**config.mk**
```make
export PLATFORM = sky130hd
export DESIGN_NAME = timer_set_ctrl
export DESIGN_NICKNAME = d
export VERILOG_FILES = /design/src/rtl/timer_set_ctrl.sv
export SDC_FILE = /design/constraint.sdc
export NUM_CORES = 1
export LEC_CHECK = 0
export ABC_AREA = 0
export BUFFER_PORTS_ARGS = -buffer_cell sky130_fd_sc_hd__buf_4
export CAP_MARGIN = 20
export CELL_PAD_IN_SITES_DETAIL_PLACEMENT = 1
export CELL_PAD_IN_SITES_GLOBAL_PLACEMENT = 1
export CORE_MARGIN = 2
export CORE_UTILIZATION = 43
export DETAILED_ROUTE_END_ITERATION = 8
export PLACE_DENSITY = 0.75
export SLEW_MARGIN = 25
export SYNTH_ARGS = -nofsm -noshare
export SYNTH_HDL_FRONTEND = slang
export SYNTH_SLANG_ARGS = --single-unit
```
**constraint.sdc**
```tcl
create_clock -name SYSCLK -period 2.1 [get_ports SYSCLK]
set_input_delay 0 -clock SYSCLK [delete_from_list [all_inputs] [get_ports SYSCLK]]
set_output_delay 0 -clock SYSCLK [all_outputs]
set_load 0.02 [all_outputs]
```
**src/rtl/timer_set_ctrl.sv**
```systemverilog
// timer_set_ctrl: key-driven min:sec preset entry, run/abort control for the
// countdown timer core, and a timed alarm with a square-wave beeper.
module timer_set_ctrl #(
  parameter int MIN_MAX      = 7,
  parameter int SEC_MAX      = 59,
  parameter int ALARM_CYCLES = 1000,
  parameter int BEEP_DIV     = 50
) (
  input  logic       SYSCLK,
  input  logic       RST,
  input  logic       KEY_MIN,
  input  logic       KEY_SEC,
  input  logic       KEY_CLR,
  input  logic       KEY_START,
  input  logic       TIME_UP,
  output logic [2:0] TIME_MIN,
  output logic [5:0] TIME_SEC,
  output logic       START,
  output logic       ALARM,
  output logic       BEEP
);

  localparam int ACW = $clog2(ALARM_CYCLES + 1);
  localparam int BCW = $clog2(BEEP_DIV + 1);

  localparam logic [2:0]     MIN_LAST   = 3'(MIN_MAX);
  localparam logic [5:0]     SEC_LAST   = 6'(SEC_MAX);
  localparam logic [ACW-1:0] ALARM_LAST = ACW'(ALARM_CYCLES - 1);
  localparam logic [BCW-1:0] BEEP_LAST  = BCW'(BEEP_DIV - 1);

  typedef enum logic [1:0] {
    S_IDLE  = 2'd0,
    S_RUN   = 2'd1,
    S_ALARM = 2'd2
  } state_t;

  // Key vector order: {START, CLR, SEC, MIN}
  logic [3:0]     keys;
  logic [3:0]     key_q, key_d;
  logic [3:0]     key_edge;
  logic           edge_min, edge_sec, edge_clr, edge_start;

  state_t         state_q, state_d;
  logic [2:0]     time_min_q, time_min_d;
  logic [5:0]     time_sec_q, time_sec_d;
  logic           start_q, start_d;
  logic           alarm_q, alarm_d;
  logic           beep_q, beep_d;
  logic [ACW-1:0] alarm_cnt_q, alarm_cnt_d;
  logic [BCW-1:0] beep_cnt_q, beep_cnt_d;

  assign keys       = {KEY_START, KEY_CLR, KEY_SEC, KEY_MIN};
  assign key_edge   = keys & ~key_q;
  assign edge_min   = key_edge[0];
  assign edge_sec   = key_edge[1];
  assign edge_clr   = key_edge[2];
  assign edge_start = key_edge[3];

  // Next-state and next-output logic; every output is a flop so it changes
  // one cycle after the key edge that caused it.
  always_comb begin
    key_d       = keys;
    state_d     = state_q;
    time_min_d  = time_min_q;
    time_sec_d  = time_sec_q;
    start_d     = start_q;
    alarm_d     = alarm_q;
    beep_d      = beep_q;
    alarm_cnt_d = alarm_cnt_q;
    beep_cnt_d  = beep_cnt_q;

    case (state_q)
      S_IDLE: begin
        if (edge_clr) begin
          time_min_d = 3'd0;
          time_sec_d = 6'd0;
        end else if (edge_start) begin
          // A 0:00 preset would expire immediately, so it is not started.
          if ((time_min_q != 3'd0) || (time_sec_q != 6'd0)) begin
            state_d = S_RUN;
            start_d = 1'b1;
          end
        end else begin
          // Minute and second fields wrap independently; no carry.
          if (edge_min) begin
            time_min_d = (time_min_q == MIN_LAST) ? 3'd0 : time_min_q + 3'd1;
          end
          if (edge_sec) begin
            time_sec_d = (time_sec_q == SEC_LAST) ? 6'd0 : time_sec_q + 6'd1;
          end
        end
      end

      S_RUN: begin
        // Abort outranks a simultaneous TIME_UP.
        if (edge_start) begin
          state_d = S_IDLE;
          start_d = 1'b0;
        end else if (TIME_UP) begin
          state_d     = S_ALARM;
          start_d     = 1'b0;
          alarm_d     = 1'b1;
          beep_d      = 1'b0;
          alarm_cnt_d = '0;
          beep_cnt_d  = '0;
        end
      end

      S_ALARM: begin
        // Any key acknowledges; the key's own action is swallowed.
        if ((|key_edge) || (alarm_cnt_q == ALARM_LAST)) begin
          state_d     = S_IDLE;
          alarm_d     = 1'b0;
          beep_d      = 1'b0;
          alarm_cnt_d = '0;
          beep_cnt_d  = '0;
        end else begin
          alarm_cnt_d = alarm_cnt_q + 1'b1;
          if (beep_cnt_q == BEEP_LAST) begin
            beep_cnt_d = '0;
            beep_d     = ~beep_q;
          end else begin
            beep_cnt_d = beep_cnt_q + 1'b1;
          end
        end
      end

      default: begin
        state_d = S_IDLE;
        start_d = 1'b0;
        alarm_d = 1'b0;
        beep_d  = 1'b0;
      end
    endcase
  end

  // State register; key history resets high so a key held through reset
  // must be released before it can act.
  always_ff @(posedge SYSCLK) begin
    if (RST) begin
      key_q       <= 4'b1111;
      state_q     <= S_IDLE;
      time_min_q  <= 3'd0;
      time_sec_q  <= 6'd0;
      start_q     <= 1'b0;
      alarm_q     <= 1'b0;
      beep_q      <= 1'b0;
      alarm_cnt_q <= '0;
      beep_cnt_q  <= '0;
    end else begin
      key_q       <= key_d;
      state_q     <= state_d;
      time_min_q  <= time_min_d;
      time_sec_q  <= time_sec_d;
      start_q     <= start_d;
      alarm_q     <= alarm_d;
      beep_q      <= beep_d;
      alarm_cnt_q <= alarm_cnt_d;
      beep_cnt_q  <= beep_cnt_d;
    end
  end

  assign TIME_MIN = time_min_q;
  assign TIME_SEC = time_sec_q;
  assign START    = start_q;
  assign ALARM    = alarm_q;
  assign BEEP     = beep_q;

endmodule
```
==> flow_metrics.tcl <==
set metrics [dict create \
    outcome "finished, final reports clean" \
    clkLatencyLatePin_ns 0.28 \
    die_area_mm2 0.00443 \
    drcViolationCount 0 \
    synth_edf_count 0 \
    dominantRegCellSynth "dfxtp_1" \
    synth_seq_area_share_pct 40.4 \
    htreeDepth 2 \
    grtUsageTotal_pct 19.6 \
    finalCriticalPeriod_ns 1.86 \
    core-area_mm2 0.00372 \
    rsz0062_at_grt "false" \
    drt_iter0_drc 85 \
    initial_core_util_pct 45.3 \
    worst_hold_path.num_cells 2 \
    via_per_inst 5.43 \
    ys_seq_elements 34 \
    clock_sinks 34 \
    ys.warnings.count 0 \
    r2r_cells 6 \
    nets 243 \
    hold_viol 0 \
    hold_slack_ns 0.0432 \
    cp_slowest_stage_delay_ns 0.41 \
    critPathLaunchType "flop" \
    setup_viol 0 \
    cts.clk_slew.worst_paths_ns 0.07 \
    drv_slew 0 \
    clockBufferDepth 2 \
    insertedDiodeCount 0 \
    synthArstFlopShare_pct 0 \
    hold_path.class "in -> reg" \
    synth_area_mm2 0.00168 \
    first_pass_iters 4 \
    max_clock_freq_ghz 0.537 \
    cpMaxStageDelayCell "o21ai_2" \
    reg2reg_slack_ns 0.24 \
    worstPathArrival_ns 2.01 \
    grt_overflow 0 \
    die_h_um 66.6 \
    netlist_instances 201 \
    syn-num-nets 216 \
    path_cells "ha_1 -> and3_1 -> nand4_1 -> and3b_1 -> o21ai_2 -> nor2_1" \
    synth_top_area_share_pct 40.4 \
    yosysTopAreaCell "dfxtp_1" \
    finalNonFillerCells 277 \
    synth.distinct_cells 39 \
    rr_startpoint "alarm_cnt_q[0]" \
    r2r_end "alarm_cnt_q[5]" \
    worstPathMaxFanout 12 \
    cts_root_buf "clkbuf_8" \
    port_buffers 18 \
    crit_buf_inv 0 \
    cp_data_required_time_ns 2.25 \
    worst_slew_pin_slew_ns 0.479 \
    vias 1503 \
    hp-start "RST" \
    synth_most_common_cell "dfxtp_1" \
    ant_nets 0 \
    nFillCells 470 \
    hpwlAfterDp_um 2980 \
    cts_buffers 5 \
    cts_resized 0 \
    slew_headroom_pct 68.0 \
    cp-end-kind "flop" \
    synth.area.top_cells "dfxtp_1 40%, ha_1 5.9%, nand2_1 5.6%" \
    max_cap_violations 0 \
    holdBufCountCts 4 \
    grt_max_degree 20 \
    gp_congestion 0.883 \
    critPathKind "reg -> reg" \
    postSynthAreaPerCell_um2 8.37 \
    cts_tree "built" \
    grt_pass1_wl_um 6590 \
    fin_worst_skew_ns 0.00498 \
    finalCritPeriodShare_pct 88.7 \
    fin_setup_tns_ns 0 \
    post_cts_buffers 0 \
    cellLeakagePower_uw 0.000796 \
    fin_util_pct 54.3 \
    synth_common_cells "34 x dfxtp_1, 25 x nand2_1, 22 x nor2_1" \
    rows 22 \
    antenna_found_initial 0 \
    routedWlPerCell_um 14.1 \
    die_w_um 66.6 \
    grt_pass1_vias 1439 \
    ios 19 \
    min_to "TIME_MIN[2]" \
    drive_gt1_share_pct 16.2 \
    wl_um 3900 \
    ir_worst_vdd_mv 0.339 \
    crit_family "simple AND/OR/NAND/NOR gates" \
    place_inst 265 \
    syn2layout_area_growth_pct 19.9 \
    power_density_mw_per_mm2 661 \
]
worst reg2reg max path: stages, from the launching register on:
cell and delay [ns]:
dfxtp_1 0.37, ha_1 0.20, and3_1 0.21, nand4_1 0.11, and3b_1 0.33, o21ai_2 0.41, nor2_1 0.11
how the worst max path moves through the flow:
stage	start	to	cells after the start
after CTS	alarm_cnt_q[0]	alarm_cnt_q[0]	6
after global routing	alarm_cnt_q[0]	alarm_cnt_q[0]	6
after detailed placement	alarm_cnt_q[0]	alarm_cnt_q[0]	6
final	alarm_cnt_q[0]	alarm_cnt_q[5]	6
after floorplan	TIME_SEC[0]	START	7
after global placement	alarm_cnt_q[0]	alarm_cnt_q[0]	6
registers in the layout, indices dropped and copies added, names as in the netlist:
signal       count
START            1
alarm_cnt_q     10
ALARM            1
beep_cnt_q       6
state_q          2
TIME_MIN         3
key_q            4
TIME_SEC         6
BEEP             1
where the power goes:
part	leakage, uW	internal [uW]	switching (uW)
Clock	0.0000575	331	226
Sequential	0.000275	655	8.44
Combinational	0.000463	47.9	65.2
Total	0.000796	1030	300
stage by stage:
stage,power (uW),instance area (um^2),setup slack (ns)
2_1_floorplan,746,1680,0.415
3_3_place_gp,781,1870,0.315
3_5_place_dp,786,1870,0.186
4_1_cts,1350,2020,0.178
5_1_grt,1400,2020,0.0533
6_report,1330,2020,0.238
cells by family after synthesis:
logic type               share of synthesized area (%)
buffers and inverters                             4.02
AND/OR/NAND/NOR                                   27.9
multiplexers                                     0.595
adder cells (fa/ha/maj)                           5.95
XOR/XNOR                                          5.20
AO/OA/AOI/OAI                                     15.9
flip-flops                                        40.4
final cells by class:
cell class / instances / area (um^2) / area share [%]
clock buffer: 8 / 110 / 5.46
inverter: 11 / 41.3 / 2.05
multi-input combinational: 152 / 935 / 46.3
sequential: 34 / 681 / 33.7
tap: 48 / 60.1 / 2.98
timing repair buffer: 24 / 190 / 9.43
per-layer routing:
| metal | part of all wire [%] | global-route usage [%] | wire [um] | vias to the layer above |
|---|---|---|---|---|
| li1 | - | - | - | 754 |
| met1 | 49 | 25.3 | 1910 | 726 |
| met2 | 48 | 32.0 | 1860 | 23 |
| met3 | 3.2 | 6.08 | 126 | 0 |
| met4 | 0 | 4.59 | 0 | 0 |
| met5 | 0 | 0 | 0 | - |
cell usage in the layout (no fill, tap or decap), types with 4 or more instances in the layout:
| cell type | synthesis | layout |
|---|---|---|
| nand4_1 | 10 | 10 |
| nor3_1 | 5 | 5 |
| xor2_1 | 8 | 8 |
| clkbuf_8 | 0 | 8 |
| and3_1 | 6 | 6 |
| ha_1 | 8 | 8 |
| inv_1 | 11 | 11 |
| nor2b_1 | 4 | 4 |
| a21oi_1 | 12 | 12 |
| o21ai_0 | 4 | 4 |
| nor2_1 | 22 | 22 |
| nand3_1 | 10 | 10 |
| a31oi_1 | 4 | 4 |
| nand2_1 | 25 | 25 |
| buf_4 | 1 | 20 |
| dfxtp_1 | 34 | 34 |
| dlygate4sd3_1 | 0 | 4 |
Power figures use the tool's default switching activity.
